$ cat src/rtl/inst_req_stage_pkg.sv
// inst_req_stage shared definitions
// Reset PC, AXI read-address constants and request-state encoding.
`timescale 1ns/1ps
package inst_req_stage_pkg;

    localparam logic [31:0] RESET_ADDR   = 32'hbfc00000;
    localparam logic [2:0]  ARID_INST    = 3'd0;
    localparam logic [7:0]  ARLEN_SINGLE = 8'd0;
    localparam logic [2:0]  ARSIZE_WORD  = 3'd2;

    typedef enum logic [1:0] {
        IDLE = 2'd0,
        AR   = 2'd1,
        R    = 2'd2,
        HOLD = 2'd3
    } req_state_e;

endpackage

$ cat src/rtl/inst_req_stage_if.sv
// inst_req_stage AXI bundle
// Instruction AR channel plus the shared R-channel valid/id/ready.
`timescale 1ns/1ps
interface inst_req_stage_if;

    logic        inst_arvalid;
    logic [31:0] inst_araddr;
    logic [2:0]  inst_arid;
    logic [7:0]  inst_arlen;
    logic [2:0]  inst_arsize;
    logic        inst_arready;
    logic        axi_rvalid;
    logic [2:0]  axi_rid;
    logic        axi_rready;

    modport master (
        output inst_arvalid, inst_araddr, inst_arid,
        output inst_arlen, inst_arsize,
        input  inst_arready,
        input  axi_rvalid, axi_rid, axi_rready
    );

    modport slave (
        input  inst_arvalid, inst_araddr, inst_arid,
        input  inst_arlen, inst_arsize,
        output inst_arready,
        output axi_rvalid, axi_rid, axi_rready
    );

endinterface

$ cat src/rtl/inst_req_stage.sv
// inst_req_stage: owns fetch PC, issues single-beat instruction reads
// and drops R responses that belong to flushed requests.
`timescale 1ns/1ps
module inst_req_stage
    import inst_req_stage_pkg::*;
#(
    parameter logic [31:0] RESET_ADDR = inst_req_stage_pkg::RESET_ADDR
) (
    input  logic                    clk,
    input  logic                    rst,
    input  logic [31:0]             PC_next,
    input  logic                    IRWrite,
    input  logic                    decode_allowin,
    input  logic                    IR_buffer_valid,
    input  logic                    exc_flush,
    input  logic [31:0]             exc_target,
    input  logic                    data_ar_busy,
    inst_req_stage_if.master        bus,
    output logic                    fetch_axi_rvalid,
    output logic [31:0]             PC_buffer,
    output logic                    PC_AdEL,
    output logic                    PC_abnormal
);

    req_state_e  state_q, state_d;
    logic [31:0] pc_q, pc_d;
    logic        drop_q, drop_d;

    logic inst_resp;
    logic advance;

    assign inst_resp = bus.axi_rvalid && bus.axi_rready
                    && (bus.axi_rid == ARID_INST);
    assign advance   = IRWrite && decode_allowin && !IR_buffer_valid;

    assign bus.inst_arvalid = (state_q == AR);
    assign bus.inst_araddr  = {pc_q[31:2], 2'b00};
    assign bus.inst_arid    = ARID_INST;
    assign bus.inst_arlen   = ARLEN_SINGLE;
    assign bus.inst_arsize  = ARSIZE_WORD;

    assign fetch_axi_rvalid = bus.axi_rvalid
                           && !((bus.axi_rid == ARID_INST) && drop_q);

    assign PC_buffer   = pc_q;
    assign PC_AdEL     = (pc_q[1:0] != 2'b00);
    assign PC_abnormal = PC_AdEL;

    // Request sequencing; a flush retargets pc and kills the in-flight beat
    always_comb begin
        state_d = state_q;
        pc_d    = pc_q;
        drop_d  = drop_q;
        unique case (state_q)
            IDLE: if (!data_ar_busy) state_d = AR;
            AR:   if (bus.inst_arready) state_d = R;
            R: begin
                if (inst_resp) begin
                    state_d = drop_q ? IDLE : HOLD;
                    drop_d  = 1'b0;
                end
            end
            HOLD: begin
                if (advance) begin
                    state_d = IDLE;
                    pc_d    = PC_next;
                end
            end
            default: state_d = IDLE;
        endcase
        if (exc_flush) begin
            pc_d = exc_target;
            unique case (state_q)
                IDLE, HOLD: begin
                    state_d = IDLE;
                    drop_d  = 1'b0;
                end
                AR: drop_d = 1'b1;
                R: begin
                    if (inst_resp) state_d = IDLE;
                    else           drop_d  = 1'b1;
                end
                default: ;
            endcase
        end
    end

    // State, pc and drop registers
    always_ff @(posedge clk or posedge rst) begin
        if (rst) begin
            state_q <= IDLE;
            pc_q    <= RESET_ADDR;
            drop_q  <= 1'b0;
        end else begin
            state_q <= state_d;
            pc_q    <= pc_d;
            drop_q  <= drop_d;
        end
    end

endmodule

$ cat src/flat_wrapper.sv
// flat-port wrapper written by rule: the top's interface ports become plain ports
module inst_req_stage_flat import inst_req_stage_pkg::*;
#(
    parameter logic [31:0] RESET_ADDR = inst_req_stage_pkg::RESET_ADDR
)
  (clk, rst, PC_next, IRWrite, decode_allowin, IR_buffer_valid, exc_flush, exc_target, data_ar_busy, fetch_axi_rvalid, PC_buffer, PC_AdEL, PC_abnormal, bus_inst_arvalid, bus_inst_araddr, bus_inst_arid, bus_inst_arlen, bus_inst_arsize, bus_inst_arready, bus_axi_rvalid, bus_axi_rid, bus_axi_rready);
  inst_req_stage_if bus_i ();
  input  logic clk;
  input  logic rst;
  input  logic [31:0] PC_next;
  input  logic IRWrite;
  input  logic decode_allowin;
  input  logic IR_buffer_valid;
  input  logic exc_flush;
  input  logic [31:0] exc_target;
  input  logic data_ar_busy;
  output logic fetch_axi_rvalid;
  output logic [31:0] PC_buffer;
  output logic PC_AdEL;
  output logic PC_abnormal;
  output wire logic [$bits(bus_i.inst_arvalid)-1:0] bus_inst_arvalid;
  output wire logic [$bits(bus_i.inst_araddr)-1:0] bus_inst_araddr;
  output wire logic [$bits(bus_i.inst_arid)-1:0] bus_inst_arid;
  output wire logic [$bits(bus_i.inst_arlen)-1:0] bus_inst_arlen;
  output wire logic [$bits(bus_i.inst_arsize)-1:0] bus_inst_arsize;
  input wire logic [$bits(bus_i.inst_arready)-1:0] bus_inst_arready;
  input wire logic [$bits(bus_i.axi_rvalid)-1:0] bus_axi_rvalid;
  input wire logic [$bits(bus_i.axi_rid)-1:0] bus_axi_rid;
  input wire logic [$bits(bus_i.axi_rready)-1:0] bus_axi_rready;
  assign bus_inst_arvalid = bus_i.inst_arvalid;
  assign bus_inst_araddr = bus_i.inst_araddr;
  assign bus_inst_arid = bus_i.inst_arid;
  assign bus_inst_arlen = bus_i.inst_arlen;
  assign bus_inst_arsize = bus_i.inst_arsize;
  assign bus_i.inst_arready = bus_inst_arready;
  assign bus_i.axi_rvalid = bus_axi_rvalid;
  assign bus_i.axi_rid = bus_axi_rid;
  assign bus_i.axi_rready = bus_axi_rready;
  inst_req_stage #(.RESET_ADDR(RESET_ADDR)) u_core (.clk(clk), .rst(rst), .PC_next(PC_next), .IRWrite(IRWrite), .decode_allowin(decode_allowin), .IR_buffer_valid(IR_buffer_valid), .exc_flush(exc_flush), .exc_target(exc_target), .data_ar_busy(data_ar_busy), .bus(bus_i), .fetch_axi_rvalid(fetch_axi_rvalid), .PC_buffer(PC_buffer), .PC_AdEL(PC_AdEL), .PC_abnormal(PC_abnormal));
endmodule
$ cat config.mk
export PLATFORM = sky130hd
export DESIGN_NAME = inst_req_stage_flat
export DESIGN_NICKNAME = d
export VERILOG_FILES = /design/src/rtl/inst_req_stage_pkg.sv /design/src/rtl/inst_req_stage_if.sv /design/src/rtl/inst_req_stage.sv /design/src/flat_wrapper.sv
export SDC_FILE = /design/constraint.sdc
export NUM_CORES = 1
export LEC_CHECK = 0
export ABC_AREA = 1
export CORE_MARGIN = 2
export CORE_UTILIZATION = 30
export DETAILED_ROUTE_END_ITERATION = 10
export PLACE_DENSITY = 0.75
export SLEW_MARGIN = 20
export SYNTH_ARGS = -nofsm -noshare
export SYNTH_HDL_FRONTEND = slang
export SYNTH_SLANG_ARGS = --single-unit
$ cat constraint.sdc
create_clock -name clk -period 3.3 [get_ports clk]
set_input_delay 0.66 -clock clk [delete_from_list [all_inputs] [get_ports clk]]
set_output_delay 0.66 -clock clk [all_outputs]
set_load 0.1 [all_outputs]
* Word level (Yosys, flattened, before mapping) *
Index checks and enable logic that the tools add are counted.

storage, ports and cells
  bits in registers = 35
  bits in latches = 0
  memory bits (writable) = 0
  bits in read-only memories = 0
  input bits = 77
  output and inout bits = 82
  word-level logic and storage cells = 38
  memories = 0

cells by class
  $add $sub $neg = 0
  multiply operators = 0
  divide/modulo/power cells = 0
  magnitude comparators = 0
  equality and inequality tests = 3
  shift-type cells = 0
  mux-type cells = 17
  bitwise operators = 0
  reductions and logical operators = 15

operator list
  kind                                                              count
  32-bit two-way mux                                                3
  2-bit two-way mux                                                 7
  2-bit one-hot mux with 4 select lines                             1
  1-bit logical AND                                                 6
  2-bit nonzero test                                                3
  2-bit == test (second input constant)                             2
  1-bit two-way mux                                                 4
  2-bit one-hot mux with 2 select lines                             1
  3-bit zero test                                                   1
  1-bit one-hot mux with 3 select lines                             1
  2-bit by 1-bit == test with 1-bit output (second input constant)  1
  1-bit zero test                                                   2
  2-bit zero test                                                   1
  2-bit AND reduction                                               1
  2-bit OR reduction                                                1

* Longest topological paths before layout *
  depth in word-level cells = 7
  gate-level depth with buffers = 8
  mapped depth without buffers = 8

* Worst setup path before layout *
OpenSTA, ideal clock, no wires.

  path kind = reg-to-output
  from = register u_core.pc_q[1] (netlist: u_core.PC_buffer[1])
  to = output port PC_abnormal
  arrival = 1.886 ns
  data required time = 2.640 ns
  setup slack = 0.754 ns
  cell stages (with the launch flop) = 3
  path buffers = 1
  cell sequence = dfrtp_1 or2_2 buf_4

between the ends
  word-level cells in the longest chain between the ends = 1

ends and longest elaborated chain
  element                 RTL line              RTL
  start, declared         inst_req_stage.sv:26  logic [31:0] pc_q, pc_d;
  start signal, assigned  inst_req_stage.sv:96  pc_q <= pc_d;
  2-bit nonzero test      inst_req_stage.sv:46  assign PC_AdEL = (pc_q[1:0] != 2'b00);
  end, declared           flat_wrapper.sv:20    output logic PC_abnormal;

No other way between the ends.

* Worst setup path in the final report *
Ends and elaborated chain as after synthesis.

==> results.json <==
{
  "outcome": "finished clean",
  "ir_worst_vdd_mv": 0.320,
  "synth_edf_count": 0,
  "firstDrtPassIters": 4,
  "nNetsFinal": 466,
  "p_leak_nw": 1.52,
  "cts_buffers": 5,
  "htreeDepth": 2,
  "critPathTopFamily": "buffers and inverters",
  "rr_endpoint": "u_core.PC_buffer[28]",
  "post_drt_wl_per_cell_um": 12.3,
  "path_max_fanout": 3,
  "cts.sinks": 35,
  "yosysMostFrequentCell": "nand2_1",
  "drt_iter0_markers": 66,
  "setup-tns-final_ns": 0,
  "synth_top_flop_cell": "dfrtp_1",
  "drc": 0,
  "rows": 30,
  "rrSetupSlack_ns": 1.50,
  "syn_area_per_cell_um2": 7.74,
  "ant_nets": 0,
  "slowest_stage": "clkdlybuf4s50_1",
  "setup_viol": 0,
  "critPathCaptureType": "primary output",
  "io_pins": 159,
  "clk_latency_ns": 0.28,
  "die_w_um": 88.7,
  "grt_pass1_vias": 1881,
  "viasPerCell": 4.43,
  "hp-class": "reg2reg",
  "syn_inst": 278,
  "yosysSeqAreaShare_pct": 41.2,
  "ys_ff_latch": 35,
  "fin_crit_sh_pct": 79.4,
  "path_cells": "or2_2, clkdlybuf4s50_1",
  "layout-drive-gt1-share_pct": 22.5,
  "path_class": "reg2out",
  "vias": 2133,
  "yosysUniqueCellTypes": 21,
  "syn2layout_area_growth_pct": 52.8,
  "initial_core_util_pct": 31.3,
  "yosys.area.top_type": "dfrtp_1",
  "grt_pass1_wl_um": 8600,
  "required_ns": 2.64,
  "crit_path_end": "PC_abnormal",
  "fin_hold_ws_ns": 0.510,
  "post_cts_buffers": 0,
  "reg2reg_depth": 6,
  "die_area_um2": 7860,
  "finClkSkew_ns": 0.00508,
  "antenna_found_initial": 0,
  "cts_tree": "yes",
  "crit_cells": 2,
  "critPathLaunch": "u_core.PC_buffer[1]",
  "port_buffers": 142,
  "cts.clk_slew.worst_paths_ns": 0.07,
  "diodes": 0,
  "ys_top_cells_by_area": "dfrtp_1 (30%), buf_4 (17%), nand2_1 (14%)",
  "grt_max_degree": 41,
  "cts.hold.buffers_added": 0,
  "final_cells": 482,
  "overflow": 0,
  "powerDensity_nw_per_um2": 629,
  "startpoint_type": "flop",
  "netlist_area_um2": 2150,
  "rsz0062_at_grt": "false",
  "dp_cells": 474,
  "die_h_um": 88.7,
  "slew_headroom_pct": 35.7,
  "track_usage_pct": 14.1,
  "wirelength_um": 5920,
  "fill_cells": 697,
  "cpPeakStageDelay_ns": 0.97,
  "cts_resized": 0,
  "yosysWarnings": 0,
  "synthTopCellsByCount": "nand2_1 (79), buf_4 (50), nor2_1 (37), a31oi_1 (32), dfrtp_1 (26)",
  "post-route-util_pct": 47.9,
  "path_buf_inv": 1,
  "finalWeightedCongestion": 0.722,
  "worstMarginPinSlew_ns": 0.961,
  "clock.fmax_ghz": 0.382,
  "slew_violations": 0,
  "clk_root_buffer_cell": "clkbuf_8",
  "dp_hpwl_um": 4540,
  "finalCriticalPeriod_ns": 2.62,
  "async_flop_share_pct": 100,
  "yosysTopAreaCellShare_pct": 30.3,
  "maxCapViolCount": 0,
  "hold_violations": 0,
  "coreArea_um2": 6870,
  "critPathArrivalTime_ns": 1.96,
  "r2r_start": "u_core.state_q[1]",
  "clock_path_buffers": 2
}
per-layer routing:
metal  up-vias  part of all wire, %  GRT usage, %
met5         -                    0             0
met3         6                   11          4.01
met4         0                 0.69          3.17
met2       120                   51          26.1
met1       966                   38          16.0
li1       1041                    -             -
worst register-to-register path, cell delays in order, from the launching register on:
cell and delay, ns:
dfrtp_1 0.43, ha_1 0.20, inv_1 0.07, o21ai_4 0.51
buf_12 0.27, nor2_1 0.06, a31oi_1 0.18
worst min path at each step:
stage	startpoint	end	slack, ns	cells after the start
CTS	u_core.PC_buffer[23]	u_core.PC_buffer[23]	0.51	2
floorplan	u_core.drop_q	u_core.drop_q	0.54	2
detailed placement	u_core.PC_buffer[23]	u_core.PC_buffer[23]	0.50	2
global placement	u_core.PC_buffer[28]	u_core.PC_buffer[28]	0.49	2
global route	u_core.PC_buffer[26]	u_core.PC_buffer[26]	0.53	2
finish	u_core.PC_buffer[23]	u_core.PC_buffer[23]	0.51	2
placed cells by master, fill, tap and decap left out:
| cell | synthesis | final |
|---|---|---|
| dfstp_2 | 9 | 9 |
| conb_1 | 2 | 16 |
| buf_4 | 50 | 67 |
| or2_2 | 1 | 1 |
| dfrtp_1 | 26 | 26 |
| clkinv_2 | 0 | 1 |
| nand4_1 | 1 | 1 |
| ha_1 | 4 | 4 |
| clkbuf_8 | 0 | 5 |
| clkdlybuf4s50_1 | 0 | 78 |
| a21oi_1 | 4 | 4 |
| inv_1 | 12 | 12 |
| buf_12 | 0 | 1 |
| nor2_1 | 37 | 37 |
| clkbuf_1 | 3 | 2 |
| nand2_1 | 79 | 79 |
| clkinv_1 | 1 | 1 |
| nand3_1 | 5 | 5 |
| o31ai_1 | 1 | 1 |
| inv_2 | 1 | 1 |
| o21ai_0 | 1 | 1 |
| a31oi_1 | 32 | 32 |
| o21ai_4 | 1 | 1 |
| nand3_2 | 1 | 1 |
power by group:
group | total [mW] | switching (mW) | internal [mW]
Combinational | 1.23 | 0.953 | 0.274
Clock | 0.295 | 0.147 | 0.148
Sequential | 0.546 | 0.0523 | 0.494
through the flow:
stage | instance area [um^2] | setup slack (ns) | total power [mW]
floorplan | 2200 | 0.754 | 1.56
global placement | 3210 | 0.981 | 1.77
detailed placement | 3210 | 0.933 | 1.78
CTS | 3290 | 0.659 | 2.09
global route | 3290 | 0.623 | 2.16
finish | 3290 | 0.680 | 2.07
registers in the layout, indices dropped and copies added, names as in the netlist:
register,flops
u_core.PC_buffer,32
u_core.drop_q,1
u_core.state_q,2
area by class of cell:
cell class                      instances  area (um^2)  share of cell area [%]
Tap cell                               96          120                    3.65
Clock inverter                          1         5.00                   0.152
Sequential cell                        35          887                    27.0
Clock buffer                            7         76.3                    2.32
Multi-Input combinational cell        183          842                    25.6
Timing Repair Buffer                  146         1300                    39.7
Inverter                               14         52.6                    1.60
cell families after synthesis:
family / count (synthesis) / synth area share [%]
flip-flops: 35 / 41.2
AO/OA/AOI/OAI: 39 / 11.6
other: 2 / 0.349
buffers and inverters: 74 / 22.0
AND/OR/NAND/NOR: 124 / 22.5
adder cells (fa/ha/maj): 4 / 2.33
No activity file was read; power rests on OpenSTA's default activity.
